===== src/rtl/idu_issue_queue.sv =====
// Decode-to-issue in-order FIFO with valid/ready on both sides and flush of unissued entries.
// Optional same-cycle empty-queue bypass enabled by defining IDU_QUEUE_BYPASS_EN.
package idu_pkg;

  typedef struct packed {
    logic [31:0] pc;
    logic [6:0]  opcode;
    logic [4:0]  rd;
    logic [4:0]  rs1;
    logic [4:0]  rs2;
    logic [3:0]  fu_type;
    logic        illegal;
  } decoder_t;

endpackage

module idu_issue_queue
  import idu_pkg::*;
#(
  parameter  int Depth = 4,
  localparam int PtrW  = $clog2(Depth)
) (
  input  logic          clock,
  input  logic          reset,
  input  decoder_t      dec_instr,
  input  logic          dec_valid,
  output logic          dec_ready,
  output decoder_t      idu2isu_instr,
  output logic          idu_valid,
  input  logic          isu2idu_ready,
  input  logic          flush_unissued_instr,
  output logic [PtrW:0] occupancy
);

  localparam logic [PtrW:0] FullCnt = (PtrW + 1)'(Depth);

  decoder_t        mem [Depth];
  logic [PtrW-1:0] rd_ptr;
  logic [PtrW-1:0] wr_ptr;
  logic [PtrW:0]   count;

  logic push;
  logic pop;
  logic wr_en;
  logic rd_en;
  logic q_nonempty;

  assign q_nonempty = (count != '0);
  assign dec_ready  = (count != FullCnt);
  assign occupancy  = count;
  assign push       = dec_valid & dec_ready;
  assign pop        = idu_valid & isu2idu_ready;

`ifdef IDU_QUEUE_BYPASS_EN
  logic bypass_active;
  logic bypass_take;

  // Reset gates the bypass so idu_valid stays low while reset is held.
  assign bypass_active = ~q_nonempty & dec_valid & ~flush_unissued_instr & reset;
  assign bypass_take   = bypass_active & isu2idu_ready;
  assign idu_valid     = q_nonempty | bypass_active;

  always_comb begin
    idu2isu_instr = '0;
    if (q_nonempty)
      idu2isu_instr = mem[rd_ptr];
    else if (bypass_active)
      idu2isu_instr = dec_instr;
  end

  // A bypassed packet consumed this cycle is neither written nor read from storage.
  assign wr_en = push & ~bypass_take & ~flush_unissued_instr;
  assign rd_en = pop & ~bypass_take;
`else
  assign idu_valid = q_nonempty;

  always_comb begin
    idu2isu_instr = '0;
    if (q_nonempty)
      idu2isu_instr = mem[rd_ptr];
  end

  assign wr_en = push & ~flush_unissued_instr;
  assign rd_en = pop;
`endif

  always_ff @(posedge clock) begin
    if (wr_en)
      mem[wr_ptr] <= dec_instr;
  end

  always_ff @(posedge clock or negedge reset) begin
    if (!reset) begin
      rd_ptr <= '0;
      wr_ptr <= '0;
      count  <= '0;
    end else if (flush_unissued_instr) begin
      rd_ptr <= '0;
      wr_ptr <= '0;
      count  <= '0;
    end else begin
      if (wr_en)
        wr_ptr <= wr_ptr + PtrW'(1);
      if (rd_en)
        rd_ptr <= rd_ptr + PtrW'(1);
      case ({wr_en, rd_en})
        2'b10:   count <= count + (PtrW + 1)'(1);
        2'b01:   count <= count - (PtrW + 1)'(1);
        default: count <= count;
      endcase
    end
  end

endmodule


===== config.mk =====
export PLATFORM = sky130hd
export DESIGN_NAME = idu_issue_queue
export DESIGN_NICKNAME = d
export VERILOG_FILES = /design/src/rtl/idu_issue_queue.sv
export SDC_FILE = /design/constraint.sdc
export NUM_CORES = 1
export LEC_CHECK = 0
export CORE_MARGIN = 4
export CORE_UTILIZATION = 60
export CTS_BUF_LIST = sky130_fd_sc_hd__clkbuf_8
export DETAILED_ROUTE_END_ITERATION = 10
export DONT_BUFFER_PORTS = 1
export GPL_TIMING_DRIVEN = 0
export PLACE_DENSITY = 0.73
export SYNTH_ARGS = -nofsm -noshare
export SYNTH_HDL_FRONTEND = slang
export SYNTH_SLANG_ARGS = --single-unit

===== constraint.sdc =====
create_clock -name clock -period 5.7 [get_ports clock]
set_input_delay 0.855 -clock clock [delete_from_list [all_inputs] [get_ports clock]]
set_output_delay 0.855 -clock clock [all_outputs]
set_load 0.02 [all_outputs]

==> implementation parameters, run 1 <==
Parameter                              Value

Logic synthesis
  Share of cell area taken by muxes after synthesis ... 0.1426
  Area share of and/or/nand/nor cells after synthesis ... 0.05398
  Syn nets ... about 500
  Share of the synthesized area in compound gates (AO/OA/AOI/OAI) ... 0.003865
  Share of the synthesized area in the top cell type ... 0.7549
  FF+latch count, synth ... 243
  Count of unique library cells instantiated by Yosys ... 29
  Area of the mapped netlist ... 9388 µm²
  Dominant combinational cell family by area after synthesis ... multiplexers
  Dominant cells by area after synthesis ... sky130_fd_sc_hd__edfxtp_1, sky130_fd_sc_hd__mux4_2, sky130_fd_sc_hd__and2_1, sky130_fd_sc_hd__dfrtp_1, sky130_fd_sc_hd__clkbuf_1
  Share of the synthesized netlist area taken by xor and xnor gates ... 0.005598
  Cells after Synth ... 427
  Largest area contributor in the synthesized netlist ... sky130_fd_sc_hd__edfxtp_1
  Synth Area per Inst ... 21.99 µm²
  Warnings, synthesis ... 0
  Area share of fa/ha/maj cells after synthesis ... 0.007464
  Sequential area share after synthesis ... 0.7736

Clock tree
  Largest buffer count on any clock path ... 3
  CTS root buffer ... sky130_fd_sc_hd__clkbuf_8
  Hold-fix buffers, CTS ... 1
  Depth of the CTS H-tree ... 2
  Clock input transition at the sequential cells of the worst setup and hold paths ... roughly 60 ps
  Skew-Pair Late Insertion Delay ... 520 ps
  Setup Fix Bufs, Post-CTS ... 0
  CTS tree ... done
  Number of buffers created by CTS ... 39
  Num Clock Sinks ... ~240
  Number of cells upsized or downsized after cts ... 0

Timing
  Endpoints failing hold ... 0
  F_max ... 0.2843 GHz
  Post-Route Setup TNS ... 0 ps
  Period minus WS final ... approximately 3500 ps
  Setup violation total in the final timing report ... 0
  Slew of the pin with the lowest slew margin ... approximately 630 ps
  Final period utilization ... 0.6171
  Final Max Tran Viols ... 0
  Largest clock skew in the final design ... approximately 21 ps
  Setup repair after global routing missed its margin ... no
  Rel. slew slack ... 0.5779

Route
  Initial detailed-routing violation count ... roughly 280
  Met3 wire length ... 1.474 mm
  Wire length reported by the detailed router ... 16.49 mm
  Number of DRC violations after detailed routing ... 0
  Count of TritonRoute iterations in the first routing pass ... 5
  Length of routed met2 wiring ... slightly above 8 mm
  Vias ... roughly 4,200
  Detailed-route vias per instance ... slightly below 6
  Top metal layer carrying routed signals ... met4
  Met1 layer wirelength in the final routing ... about 6.4 mm
  Routed length per placed instance ... roughly 23 µm
  Post-route antenna net violation count ... 0

Placement
  Placer congestion estimate ... roughly 0.7
  Hpwl dp ... 9.954 mm
  Count of buffers from port buffering ... 0

Worst setup path
  Number of cells on the worst reg-to-reg path ... 8
  Data required time of the critical path ... 4850 ps
  Launching element type of the critical path ... register
  Maximum net fanout on the critical path ... 10
  Launch point of the worst reg-to-reg path ... occupancy[0]
  Worst setup slack for register-to-register paths ... 3100 ps
  WS Path Type ... register to primary output
  Capturing element type of the critical path ... primary output
  Worst EP arrival ... between 2000 and 3000 ps
  End of the worst register-to-register path ... occupancy[2]

Die
  Row count ... 45
  Total core area ... 15,260 µm²
  Floorplan die area ... around 18,000 µm²
  Starting density of the core ... 0.6153
  Overall die width ... between 100 and 150 µm
  Top-level I/O count ... 128
  Die Y ... 133.1 µm

Global route
  Maximum number of pins on one net before global-route repair ... 40
  Number of antenna violations at the first check in global routing ... 0
  Remaining Overflow, GRT ... 0
  Via count of the first global-routing pass ... roughly 4,500
  Global-route wire length before repair ... 25.85 mm
  Overall routing resource usage ... 0.1939

Run status
  Outcome ... completed

Cells and area
  Area growth from synthesis to final layout ... 11.97%
  Final net count ... 543
  Fraction of final layout cells with drive strength greater than 1 ... 0.2460
  Final core utilization ... 0.6889
  Ant. Diodes ... 0

Worst hold path
  Class of the tightest hold or removal check ... input pin to register
  Worst min-delay path endpoint ... mem[1][53]
  Worst Hold Launch ... dec_instr[53]
  Worst hold stages ... 0

Power and ir drop
  Pwr dens ... around 440 nW/µm²
  Leak ... approximately 0.0034 µW
  Peak supply drop ... about 0.34 mV

Run
  Max capacitance violation total ... 0
[where the power goes]
group	switching [µW]	internal [µW]
Sequential	46.8	2070
Clock	622	752
Combinational	725	431
Total	1390	3250
[cell usage after synthesis]
library cell               instances
sky130_fd_sc_hd__edfxtp_1        236
sky130_fd_sc_hd__a311oi_1          1
sky130_fd_sc_hd__nor2_1            6
sky130_fd_sc_hd__inv_1             2
sky130_fd_sc_hd__clkbuf_1         15
sky130_fd_sc_hd__a21oi_1           1
sky130_fd_sc_hd__nor4b_1           2
sky130_fd_sc_hd__nand2_1           3
sky130_fd_sc_hd__mux2i_1           1
sky130_fd_sc_hd__nand2b_1          2
sky130_fd_sc_hd__mux4_2           59
sky130_fd_sc_hd__nand3_1           2
sky130_fd_sc_hd__o21ai_0           2
sky130_fd_sc_hd__xnor2_1           2
sky130_fd_sc_hd__and3b_1           1
sky130_fd_sc_hd__nor3_1            1
sky130_fd_sc_hd__or3_1             1
sky130_fd_sc_hd__nor3b_1           1
sky130_fd_sc_hd__fa_1              1
sky130_fd_sc_hd__buf_1             1
sky130_fd_sc_hd__or3b_4            1
sky130_fd_sc_hd__buf_6             1
sky130_fd_sc_hd__ha_1              4
sky130_fd_sc_hd__o31ai_2           1
sky130_fd_sc_hd__and2_1           63
sky130_fd_sc_hd__dfrtp_1           7
sky130_fd_sc_hd__buf_4             5
sky130_fd_sc_hd__xor2_1            4
sky130_fd_sc_hd__buf_2             1
[logic make-up (layout without fill, tap and decap cells)]
group           after synthesis  in the layout
compound gates                5              5
xor+xnor                      6              6
fa+ha+maj                     5              5
buf+inv                      25             98
flops                       243            243
mux                          60             60
simple gates                 83             83
[state kept, by name (all words and copies together) (netlist names)]
| signal | cells |
|---|---|
| wr_ptr | 2 |
| occupancy | 3 |
| rd_ptr | 2 |
| mem | 236 |
[worst max-delay path, stage by stage (launching register included)]
cell,delay [ps]
sky130_fd_sc_hd__dfrtp_1,660
sky130_fd_sc_hd__or3_1,190
sky130_fd_sc_hd__clkbuf_1,370
sky130_fd_sc_hd__clkbuf_1,530
sky130_fd_sc_hd__and2_1,390
[how the worst max path moves through the flow]
stage / start / endpoint / slack [ps]
final: occupancy[0] / idu2isu_instr[49] / 2180
after global routing: occupancy[0] / idu2isu_instr[49] / 1930
after CTS: occupancy[0] / idu2isu_instr[49] / 2120
after detailed placement: occupancy[1] / idu2isu_instr[49] / 2690
after global placement: flush_unissued_instr / mem[1][36] / 1360
after floorplan: flush_unissued_instr / mem[0][0] / 2520
[area by class of cell]
class | count | area (µm²)
flip-flops and latches | 243 | 7262
fillers | 944 | 4747
multi-input cells | 159 | 2014
clock buffers | 41 | 564.3
well taps | 211 | 264.0
clock inverters | 26 | 155.1
repair buffers | 6 | 130.1
plain buffers | 23 | 113.9
inverters | 2 | 7.507
[metrics by stage]
stage	instance area, µm²	worst slack (ps)	std cells	power, µW	hold slack (ps)
after floorplan	9388	2525	427	3091	542.5
after global placement	9652	1360	638	3311	553.0
after detailed placement	9772	2690	642	3334	559.6
after CTS	10500	2119	710	4709	3.048
after global routing	10510	1934	711	4875	394.0
final	10510	2183	711	4642	426.7
[placed cells by master, fill, tap and decap left out, types with 3 or more instances in the layout]
| master | netlist | final |
|---|---|---|
| sky130_fd_sc_hd__buf_16 | 0 | 4 |
| sky130_fd_sc_hd__and2_1 | 63 | 59 |
| sky130_fd_sc_hd__buf_4 | 5 | 5 |
| sky130_fd_sc_hd__and2_4 | 0 | 4 |
| sky130_fd_sc_hd__clkbuf_1 | 15 | 15 |
| sky130_fd_sc_hd__clkinv_2 | 0 | 4 |
| sky130_fd_sc_hd__edfxtp_1 | 236 | 236 |
| sky130_fd_sc_hd__nand2_1 | 3 | 3 |
| sky130_fd_sc_hd__xor2_1 | 4 | 4 |
| sky130_fd_sc_hd__clkbuf_8 | 0 | 41 |
| sky130_fd_sc_hd__ha_1 | 4 | 4 |
| sky130_fd_sc_hd__dfrtp_1 | 7 | 7 |
| sky130_fd_sc_hd__inv_1 | 2 | 17 |
| sky130_fd_sc_hd__mux4_2 | 59 | 59 |
| sky130_fd_sc_hd__clkinv_1 | 0 | 5 |
| sky130_fd_sc_hd__nor2_1 | 6 | 6 |
[metal layers]
metal,GRT usage,vias up
met4,0.06120,0
met3,0.07757,30
met1,0.2477,2199
li1,-,1813
met5,0,-
met2,0.3101,155
(Power assumes the default switching activity.)
==> run 2: changes to the inputs <==
==> constraint.sdc (replaced) <==
create_clock -name clock -period 3.7 [get_ports clock]
set_input_delay 0.555 -clock clock [delete_from_list [all_inputs] [get_ports clock]]
set_output_delay 0.555 -clock clock [all_outputs]
set_load 0.02 [all_outputs]
==> run 2 against run 1 <==
Net effect: combinational power grew 53%; largest cell class unchanged; global-route usage is essentially flat; non-clock buffer count shrank 1; worst setup slack lost 1700 ps; largest power group unchanged; critical path depth is the same; cell area is essentially flat; final cell count shrank 0.14%; clock power grew 55%; sequential share of layout area grew 0.066 points; core utilization shrank 0.066 points; total power grew 54%.
==> implementation parameters, run 2 (same netlist as run 1, synthesis figures left out) <==
Parameter                              Value

Die
  Top-level I/O count ... 128 (unchanged)
  Overall die width ... 133.1 µm (unchanged)
  Starting density of the core ... 0.6153 (unchanged)
  Total core area ... 15,260 µm² (unchanged)
  Floorplan die area ... 17,710 µm² (unchanged)
  Row count ... 45 (unchanged)
  Die Y ... 133.1 µm (unchanged)

Power and ir drop
  Leak ... 0.003376 µW (was 0.003380 µW)
  Part of the total power dissipated in sequential elements ... 0.455 (about the same)
  Switching part of the total ... 0.3007 (was 0.3003)
  Total design power ... 7154 µW (was 4642 µW)
  Peak supply drop ... 0.5187 mV (was 0.3361 mV)
  Internal cell power ... 5003 µW (was 3248 µW)
  Pwr dens ... 681.3 nW/µm² (was 441.6 nW/µm²)
  Comb pwr share ... 0.249 (about the same)
  Clock power frac ... 0.296 (about the same)
  Switching power ... 2151 µW (was 1394 µW)

Cells and area
  Register with the highest flop count ... mem (unchanged)
  Count of filler cells inserted in the layout ... 943 (was 944)
  Area growth from synthesis to final layout ... 11.86% (was 11.97%)
  Post-layout instance area ... 10,500 µm² (was 10,510 µm²)
  Multi-input gate area in the final layout ... 2014 µm² (unchanged)
  Area occupied by registers ... 7262 µm² (unchanged)
  Fraction of final layout cells with drive strength greater than 1 ... 0.2465 (was 0.2460)
  Most common cell after layout, fill and taps aside ... sky130_fd_sc_hd__edfxtp_1 (unchanged)
  Final net count ... 542 (was 543)
  Non-filler cells in the finished layout ... 710 (was 711)
  Commonest non-fill, non-tap cells in the layout ... sky130_fd_sc_hd__edfxtp_1, sky130_fd_sc_hd__mux4_2, sky130_fd_sc_hd__and2_1 (unchanged)
  Ant. Diodes ... 0 (unchanged)
  Flip-flop count of the largest register after layout ... 236 (unchanged)

Placement
  Number of placed cells counting well taps ... 642 (unchanged)
  Count of buffers from port buffering ... 0 (unchanged)
  Worst slack at placement ... 990.0 ps (was 2690 ps)
  Placer congestion estimate ... 0.7005 (unchanged)
  Post-placement cell area ... 9772 µm² (unchanged)
  Hpwl dp ... 9.954 mm (unchanged)

Run status
  Outcome ... completed (unchanged)

Timing
  Largest clock skew in the final design ... 19.80 ps (was 20.65 ps)
  F_max ... a little over 0.3 GHz
  Endpoints failing hold ... 0 (unchanged)
  Least setup slack across all paths after layout ... 473.7 ps (was 2183 ps)
  Slew of the pin with the lowest slew margin ... 647.8 ps (was 633.2 ps)
  Final Max Tran Viols ... 0 (unchanged)
  Final period utilization ... 0.8720
  Rel. slew slack ... 0.5682 (was 0.5779)
  Period minus WS final ... 3226 ps
  Setup violation total in the final timing report ... 0 (unchanged)
  Setup repair after global routing missed its margin ... no (unchanged)

Clock tree
  Clock input transition at the sequential cells of the worst setup and hold paths ... 60 ps (about the same)
  Depth of the CTS H-tree ... 2 (unchanged)
  CTS root buffer ... sky130_fd_sc_hd__clkbuf_8 (unchanged)
  Skew-Pair Late Insertion Delay ... 520 ps (about the same)
  Num Clock Sinks ... 243 (unchanged)
  Number of cells upsized or downsized after cts ... 0 (unchanged)
  CTS tree ... done (unchanged)
  Largest buffer count on any clock path ... 3 (unchanged)
  Number of buffers created by CTS ... 39 (unchanged)

Global route
  Number of antenna violations at the first check in global routing ... 0 (unchanged)
  Via count of the first global-routing pass ... 4,510 (was 4,513)
  Global-route wire length before repair ... 25.85 mm (unchanged)
  Maximum number of pins on one net before global-route repair ... 40 (unchanged)
  Overall routing resource usage ... 0.1940 (was 0.1939)
  Remaining Overflow, GRT ... 0 (unchanged)

Route
  Met3 wire length ... 1.541 mm (was 1.474 mm)
  Count of TritonRoute iterations in the first routing pass ... 5 (unchanged)
  Number of DRC violations after detailed routing ... 0 (unchanged)
  Detailed-route vias per instance ... 5.877 (was 5.903)
  Vias ... 4,173 (was 4,197)
  Top metal layer carrying routed signals ... met4 (unchanged)
  Post-route antenna net violation count ... 0 (unchanged)
  Routed length per placed instance ... 23.18 µm (was 23.19 µm)
  Wire length reported by the detailed router ... 16.46 mm (was 16.49 mm)
  Initial detailed-routing violation count ... 282 (was 283)
  Length of routed met2 wiring ... 8.237 mm (was 8.301 mm)
  Met1 layer wirelength in the final routing ... 6.335 mm (was 6.356 mm)

Worst setup path
  Launch point of the worst reg-to-reg path ... occupancy[0] (unchanged)
  End of the worst register-to-register path ... occupancy[2] (unchanged)
  Number of cells on the worst reg-to-reg path ... 8 (unchanged)
  Cell with the largest stage delay on the worst path ... sky130_fd_sc_hd__dfrtp_1 (unchanged)
  Worst EP arrival ... 2670 ps (was 2660 ps)
  Capturing element type of the critical path ... primary output (unchanged)
  Launching element type of the critical path ... register (unchanged)
  Maximum net fanout on the critical path ... 10 (unchanged)
  Most common cell type on the critical path ... sky130_fd_sc_hd__clkbuf_1 (unchanged)
  Data required time of the critical path ... 3140 ps (was 4850 ps)
  Worst stage delay on the critical path ... 660 ps (about the same)
  Source of the critical timing path ... occupancy[0] (unchanged)
  Timing endpoint of the critical path ... idu2isu_instr[49] (unchanged)
  Worst path cell trace ... or3_1 -> clkbuf_1 -> clkbuf_1 -> and2_1 (unchanged)
  Worst setup slack for register-to-register paths ... 1090 ps (was 3100 ps)
  WS Path Type ... register to primary output (unchanged)

Worst hold path
  Worst hold stages ... 0 (unchanged)
  Class of the tightest hold or removal check ... input pin to register (unchanged)

Run
  Max capacitance violation total ... 0 (unchanged)
[run 2: cell types whose count changed in the layout (fill, tap and decap cells not counted)]
cell                            change
sky130_fd_sc_hd__dlygate4sd3_1      -1
[run 2: area by class of cell]
cell class | count | area share
plain buffers | 23 | 0.01084
clock buffers | 41 | 0.05374
well taps | 211 | 0.02514
inverters | 2 | 0.0007149
repair buffers | 5 | 0.01144
flip-flops and latches | 243 | 0.6915
clock inverters | 26 | 0.01477
multi-input cells | 159 | 0.1918
[run 2: metal layers]
layer | track usage | vias up
met4 | 0.06120 | 0
met3 | 0.07757 | 28
met1 | 0.2480 | 2180
met2 | 0.3101 | 152
li1 | - | 1813
met5 | 0 | -
[run 2: how the worst min path moves through the flow]
stage	slack [ps]	start	to
detailed placement	260	reset	occupancy[2]
CTS	90	dec_instr[2]	mem[3][2]
global route	90	dec_instr[5]	mem[2][5]
finish	130	dec_instr[53]	mem[1][53]
global placement	260	reset	occupancy[2]
floorplan	260	reset	occupancy[0]
[run 2: worst max-delay path, delay by kind of cell, from the launching register on]
kind | cells | cell delay (ps)
buffers and inverters | 2 | 910
DFF | 1 | 660
and+or+nand+nor | 2 | 580
[run 2: power by group through the flow]
stage                     Sequential [µW]  Clock (µW)  Combinational [µW]
after floorplan                      3300           0                1460
after global placement               3310           0                1790
after detailed placement             3310           0                1830
after CTS                            3250        2170                1830
after global routing                 3270        2310                1930
final                                3250        2120                1780
[run 2: what timing repair did]
action,CTS,global route
buffers inserted,0,0
setup endpoints to repair,0,0
hold buffers,1,0
endpoints found under the hold margin,7,0
[run 2: stage by stage]
step | setup TNS [ps] | hold WS, ps | util
2_1_floorplan | 0 | 259.4 | -
3_3_place_gp | -95900 | 259.7 | 0.6326
3_5_place_dp | 0 | 259.6 | 0.6404
4_1_cts | 0 | 93.65 | 0.6882
5_1_grt | 0 | 94.00 | 0.6882
6_report | 0 | 126.4 | 0.6882
